$ cat src/rtl/fork_ctrl_pkg.sv
// Shared types and default parameters for the eager 1-to-N fork controller.
package fork_ctrl_pkg;

  typedef enum logic {
    FORK_IDLE    = 1'b0,
    FORK_PARTIAL = 1'b1
  } fork_state_t;

  localparam int WD_W_DEF     = 16;
  localparam int WD_LIMIT_DEF = 1000;

endpackage

$ cat src/rtl/fork_ctrl_if.sv
// Fork controller bus: one upstream stream, N downstream branch streams.
interface fork_ctrl_if #(
  parameter int N = 10
);

  // Valid/ready: a transfer happens on a rising clk edge where both valid and
  // ready are high; valid and its payload must hold until that edge, and
  // ready may depend combinationally on valid.
  logic [N-1:0] branch_mask_in;
  logic         data_in_valid;
  logic         data_in_ready;
  logic [N-1:0] data_out_valid;
  logic [N-1:0] data_out_ready;
  logic [N-1:0] pending_out;
  logic         stall_out;

  modport master (
    output branch_mask_in,
    output data_in_valid,
    output data_out_ready,
    input  data_in_ready,
    input  data_out_valid,
    input  pending_out,
    input  stall_out
  );

  modport slave (
    input  branch_mask_in,
    input  data_in_valid,
    input  data_out_ready,
    output data_in_ready,
    output data_out_valid,
    output pending_out,
    output stall_out
  );

endinterface

$ cat src/rtl/fork_ctrl_watchdog.sv
// Saturating stall counter: flags an input token that has waited WD_LIMIT
// cycles or more without being consumed.
module fork_ctrl_watchdog #(
  parameter int WD_W     = 16,
  parameter int WD_LIMIT = 1000
) (
  input  logic clk,
  input  logic rst,
  input  logic in_valid,
  input  logic in_ready,
  output logic stall
);

  logic [WD_W-1:0] cnt_q;
  logic [WD_W-1:0] cnt_d;

  // The count restarts whenever the token leaves or upstream is idle.
  always_comb begin
    cnt_d = cnt_q;
    if (!in_valid || in_ready) begin
      cnt_d = '0;
    end else if (cnt_q != {WD_W{1'b1}}) begin
      cnt_d = cnt_q + 1'b1;
    end
  end

  always_ff @(posedge clk or posedge rst) begin
    if (rst) begin
      cnt_q <= '0;
      stall <= 1'b0;
    end else begin
      cnt_q <= cnt_d;
      stall <= (cnt_d >= WD_W'(WD_LIMIT));
    end
  end

endmodule

$ cat src/rtl/fork_ctrl_n.sv
// Eager 1-to-N stream fork: branches take the token independently, the input
// is consumed once every masked branch has it. Optional stall watchdog under
// FORK_CTRL_WATCHDOG_EN.
module fork_ctrl_n
  import fork_ctrl_pkg::*;
#(
  parameter int N        = 10,
  parameter int WD_W     = WD_W_DEF,
  parameter int WD_LIMIT = WD_LIMIT_DEF
) (
  input  logic        clk,
  input  logic        rst,
  fork_ctrl_if.slave  io,
  output fork_state_t state_dbg
);

  fork_state_t  state_q;
  logic [N-1:0] done_q;
  logic [N-1:0] mask_q;

  logic [N-1:0] mask_eff;
  logic [N-1:0] out_valid;
  logic [N-1:0] acc;
  logic         in_ready;

  if (WD_LIMIT >= (2 ** WD_W)) begin : g_bad_limit
    $error("fork_ctrl_n: WD_LIMIT must be below 2**WD_W");
  end

  // Once any branch has the token, its mask is frozen so late mask changes
  // cannot add or drop branches mid-token.
  assign mask_eff  = (state_q == FORK_IDLE) ? io.branch_mask_in : mask_q;
  assign out_valid = {N{io.data_in_valid & ~rst}} & mask_eff & ~done_q;
  assign acc       = out_valid & io.data_out_ready;
  assign in_ready  = io.data_in_valid & ~rst & (&(done_q | acc | ~mask_eff));

  assign io.data_out_valid = out_valid;
  assign io.data_in_ready  = in_ready;
  assign io.pending_out    = out_valid;
  assign state_dbg         = state_q;

  always_ff @(posedge clk or posedge rst) begin
    if (rst) begin
      state_q <= FORK_IDLE;
      done_q  <= '0;
      mask_q  <= '0;
    end else if (in_ready) begin
      state_q <= FORK_IDLE;
      done_q  <= '0;
    end else if (|acc) begin
      done_q <= done_q | acc;
      if (state_q == FORK_IDLE) begin
        mask_q  <= io.branch_mask_in;
        state_q <= FORK_PARTIAL;
      end
    end
  end

`ifdef FORK_CTRL_WATCHDOG_EN
  fork_ctrl_watchdog #(
    .WD_W     (WD_W),
    .WD_LIMIT (WD_LIMIT)
  ) u_watchdog (
    .clk      (clk),
    .rst      (rst),
    .in_valid (io.data_in_valid),
    .in_ready (in_ready),
    .stall    (io.stall_out)
  );
`else
  assign io.stall_out = 1'b0;
`endif

  // Dropping valid with a partly served token would lose it for the others.
  a_hold_valid : assert property (@(posedge clk) disable iff (rst)
    (state_q == FORK_PARTIAL) |-> io.data_in_valid);

endmodule

$ cat src/flat_wrapper.sv
// flat-port wrapper written by rule: the top's interface ports become plain ports
module fork_ctrl_n_flat import fork_ctrl_pkg::*;
#(
  parameter int N        = 10,
  parameter int WD_W     = WD_W_DEF,
  parameter int WD_LIMIT = WD_LIMIT_DEF
)
  (clk, rst, state_dbg, io_branch_mask_in, io_data_in_valid, io_data_out_ready, io_data_in_ready, io_data_out_valid, io_pending_out, io_stall_out);
  fork_ctrl_if #(.N(N)) io_i ();
  input  logic clk;
  input  logic rst;
  output fork_state_t state_dbg;
  input wire logic [$bits(io_i.branch_mask_in)-1:0] io_branch_mask_in;
  input wire logic [$bits(io_i.data_in_valid)-1:0] io_data_in_valid;
  input wire logic [$bits(io_i.data_out_ready)-1:0] io_data_out_ready;
  output wire logic [$bits(io_i.data_in_ready)-1:0] io_data_in_ready;
  output wire logic [$bits(io_i.data_out_valid)-1:0] io_data_out_valid;
  output wire logic [$bits(io_i.pending_out)-1:0] io_pending_out;
  output wire logic [$bits(io_i.stall_out)-1:0] io_stall_out;
  assign io_i.branch_mask_in = io_branch_mask_in;
  assign io_i.data_in_valid = io_data_in_valid;
  assign io_i.data_out_ready = io_data_out_ready;
  assign io_data_in_ready = io_i.data_in_ready;
  assign io_data_out_valid = io_i.data_out_valid;
  assign io_pending_out = io_i.pending_out;
  assign io_stall_out = io_i.stall_out;
  fork_ctrl_n #(.N(N), .WD_W(WD_W), .WD_LIMIT(WD_LIMIT)) u_core (.clk(clk), .rst(rst), .io(io_i), .state_dbg(state_dbg));
endmodule
$ cat config.mk
export PLATFORM = sky130hd
export DESIGN_NAME = fork_ctrl_n_flat
export DESIGN_NICKNAME = d
export VERILOG_FILES = /design/src/rtl/fork_ctrl_pkg.sv /design/src/rtl/fork_ctrl_if.sv /design/src/rtl/fork_ctrl_watchdog.sv /design/src/rtl/fork_ctrl_n.sv /design/src/flat_wrapper.sv
export SDC_FILE = /design/constraint.sdc
export NUM_CORES = 1
export LEC_CHECK = 0
export ABC_AREA = 1
export CORE_MARGIN = 4
export CORE_UTILIZATION = 40
export CTS_BUF_LIST = sky130_fd_sc_hd__clkbuf_4
export DETAILED_ROUTE_END_ITERATION = 12
export GPL_TIMING_DRIVEN = 0
export HOLD_SLACK_MARGIN = 0.06
export PLACE_DENSITY = 0.71
export SETUP_SLACK_MARGIN = 0.5
export SYNTH_ARGS = -nofsm -noshare
export SYNTH_HDL_FRONTEND = slang
export SYNTH_SLANG_ARGS = --single-unit
$ cat constraint.sdc
create_clock -name clk -period 2 [get_ports clk]
set_input_delay 0.3 -clock clk [delete_from_list [all_inputs] [get_ports clk]]
set_output_delay 0.3 -clock clk [all_outputs]
set_load 0.01 [all_outputs]
==> key figures <==
Status
  • Status: finished with violations
  • Failing checks: setup timing

GRT
  • First-pass GRT wire length: 8.30 mm
  • Largest net degree at the start of global routing: 14
  • GR Util All Layers: 24.7%
  • GRT overflow: 0
  • Antenna violations before repair: 0
  • Vias in the first global route: 1785

Setup path
  • Worst path arrival time: around 2.4 ns
  • Startpoint type of the worst setup path: flop
  • Worst Path Required: 2.27 ns
  • Element type at the critical path end: flop
  • Crit path kind: reg -> reg
  • R2R cell count: 14
  • Worst-path fanout max: 6

Routing
  • DR pass1 iterations: 4
  • Antenna Violating Nets Remaining: 0
  • Mean routed wirelength per cell: 17.1 µm
  • Routed via count: 1721
  • Via density: 5.28
  • DRC Markers: 0
  • Iter 0 DRT Violations: 101
  • Routed Wire Length: 5.58 mm

Yosys
  • Netlist Area Pre-Place: about 1400 µm²
  • Mapped Avg Cell Area: 6.88 µm²
  • Post-Syn Nets: 220
  • Yosys cell types: 21
  • Mapped Cells: 197
  • FF+latch count, synth: 21
  • Seq/Total Area, Yosys: 38.7%
  • Yosys warnings: 0

Die
  • Number of core rows: 20
  • Die Wd: 66.2 µm
  • Core area: 3150 µm²
  • IO Count: 46
  • Die Y: 66.2 µm
  • Die area: 4390 µm²
  • Starting Density: 43.0%

STA
  • Setup violations, final: 14
  • Setup_tns: -1.66 ns
  • Final Hold Viols: 0
  • Min Tclk post-route: approximately 2.2 ns
  • Worst setup margin: -0.163 ns
  • Max Clock Skew: 0.00269 ns
  • RSZ-0062 raised after global routing: yes
  • Hold Slack: approximately 0.26 ns
  • Least-Margin Pin Slew: approximately 0.53 ns
  • Final slew viol count: 0
  • Achievable Freq: ~460 MHz
  • Tcrit/Tclk final: 108%
  • Rel. slew slack: 64.7%

Cells and area
  • Nets: slightly above 300
  • Share of cells above drive strength 1: a little under three fifths
  • Antenna Cells: 0
  • Area Growth Syn to Fin: 95.2%

Clocking
  • Clock-pin transition on the worst setup and hold timing paths: 0.13 ns
  • Worst-skew pair later-pin latency: 0.32 ns
  • Clock Sinks: 21
  • Clk root buf: clkbuf_4
  • CTS tree: done
  • CTS Buf Count: 3
  • H-tree depth: 1
  • Clock tree buffer depth: 2

Placement
  • PortBufs: 44
  • Setup WS pre-CTS: -0.958 ns
  • Final GP Congestion: 0.796
  • Dpl hpwl: between 2 and 3 mm

Power and ir drop
  • Pleak: approximately 0.0013 µW
  • Pwr dens: 1240 nW/µm²
  • Max VDD drop: between 0.0007 and 0.0008 V

Flow run
  • Max-cap violations: 0

Min path
  • Tightest Hold Check Type: in -> async
-- Yosys cell counts --
master / count / area share [%]
nor2_2: 1 / 0.46
inv_2: 2 / 0.55
nand3_2: 1 / 0.74
conb_1: 1 / 0.28
buf_4: 12 / 6.6
nand3_1: 16 / 5.9
nand4_1: 9 / 4.2
a21oi_1: 13 / 4.8
buf_2: 1 / 0.37
o21a_1: 1 / 0.55
nor2_1: 16 / 4.4
buf_6: 2 / 1.7
nand2_1: 62 / 17
inv_1: 27 / 7.5
o21ai_0: 2 / 0.74
o211ai_1: 4 / 2.2
nand3b_1: 1 / 0.55
nand3b_2: 1 / 0.83
dfrtp_1: 21 / 39
o21ai_1: 1 / 0.37
nand2_2: 3 / 1.4
-- routing by layer --
| metal | share of wire [%] | GRT usage, % |
|---|---|---|
| met2 | 52 | 44.9 |
| met5 | 0 | 0 |
| met4 | 2.7 | 6.35 |
| met3 | 5.7 | 3.23 |
| met1 | 40 | 30.2 |
-- cell families after synthesis --
group,synth area share (%)
other cells,0.276
flops,38.7
compound gates,8.67
buf+inv,16.7
simple gates,35.6
-- flip-flops by register name (all words and copies together), names as in the netlist --
register and count:
u_core.done_q 10, u_core.mask_q 10, u_core.state_dbg 1
-- where the power goes --
part | internal (µW) | switching, µW | total [µW]
Sequential | 602 | 171 | 773
Clock | 76.4 | 149 | 226
Combinational | 1060 | 1210 | 2280
-- layout make-up --
| type | instances | area [µm²] |
|---|---|---|
| multi-input cells | 132 | 987 |
| repair buffers | 79 | 762 |
| flip-flops and latches | 21 | 527 |
| fillers | 183 | 505 |
| plain buffers | 15 | 146 |
| inverters | 29 | 128 |
| well taps | 44 | 55.1 |
| clock buffers | 3 | 22.5 |
| repair inverters | 2 | 12.5 |
| clock inverters | 1 | 7.51 |
-- per-stage QoR --
stage | utilization (%) | area, µm² | power (µW) | instances
after global placement | 61.3 | 1930 | 1900 | 285
after detailed placement | 61.3 | 1930 | 1920 | 285
final | 84.0 | 2650 | 3280 | 326
after CTS | 78.4 | 2470 | 2900 | 323
after global routing | 84.0 | 2650 | 3440 | 326
after floorplan | - | 1440 | 1540 | 197
-- worst max-delay path, cell delays in order (launching register included) --
cell and delay [ns]:
dfrtp_2 0.50, buf_6 0.13, buf_8 0.14, nand2_4 0.06, nand2_4 0.07, nand4_1 0.14
buf_4 0.18, buf_6 0.11, buf_6 0.10, buf_6 0.10, nand3_2 0.05, nand3b_4 0.22
buf_8 0.15, nand3_2 0.09, nand2_2 0.07
-- path summary, 6_finish.rpt --
path                                       start               end  slack (ns)
worst max-delay path            u_core.state_dbg  u_core.mask_q[8]       -0.16
worst min-delay path                         rst  u_core.done_q[1]        0.26
worst max register to register  u_core.state_dbg  u_core.mask_q[8]       -0.16
worst min register to register  u_core.mask_q[1]  u_core.mask_q[1]        0.52
max in group asynchronous                    rst  u_core.done_q[6]        1.46
min in group clk                u_core.mask_q[1]  u_core.mask_q[1]        0.52
-- what timing repair did --
| action | in CTS | in global routing |
|---|---|---|
| gates cloned | 6 | 0 |
| pin swaps | 34 | 21 |
| gates resized for setup | 174 | 40 |
| hold buffers | 0 | 0 |
| setup buffers | 28 | 3 |
| endpoints found under the setup margin | 43 | 43 |
-- cells in the final DEF, fill, tap and decap left out, types with 2 or more instances in the layout --
master and count:
nor2_1 4, o211ai_1 4, buf_8 2, o21ai_2 2
dlygate4sd2_1 2, clkdlybuf4s15_2 2, a21oi_2 11, buf_4 25
buf_6 34, nor2_2 9, nand2_2 14, nor2_4 4
a21oi_1 2, clkdlybuf4s50_1 20, nand3_1 2, clkinvlp_4 3
clkbuf_4 3, inv_1 25, buf_2 7, nand2_1 31
nand4_1 9, dfrtp_1 20, nand3_2 14, nand2_4 19
No activity file was read; power rests on OpenSTA's default activity.
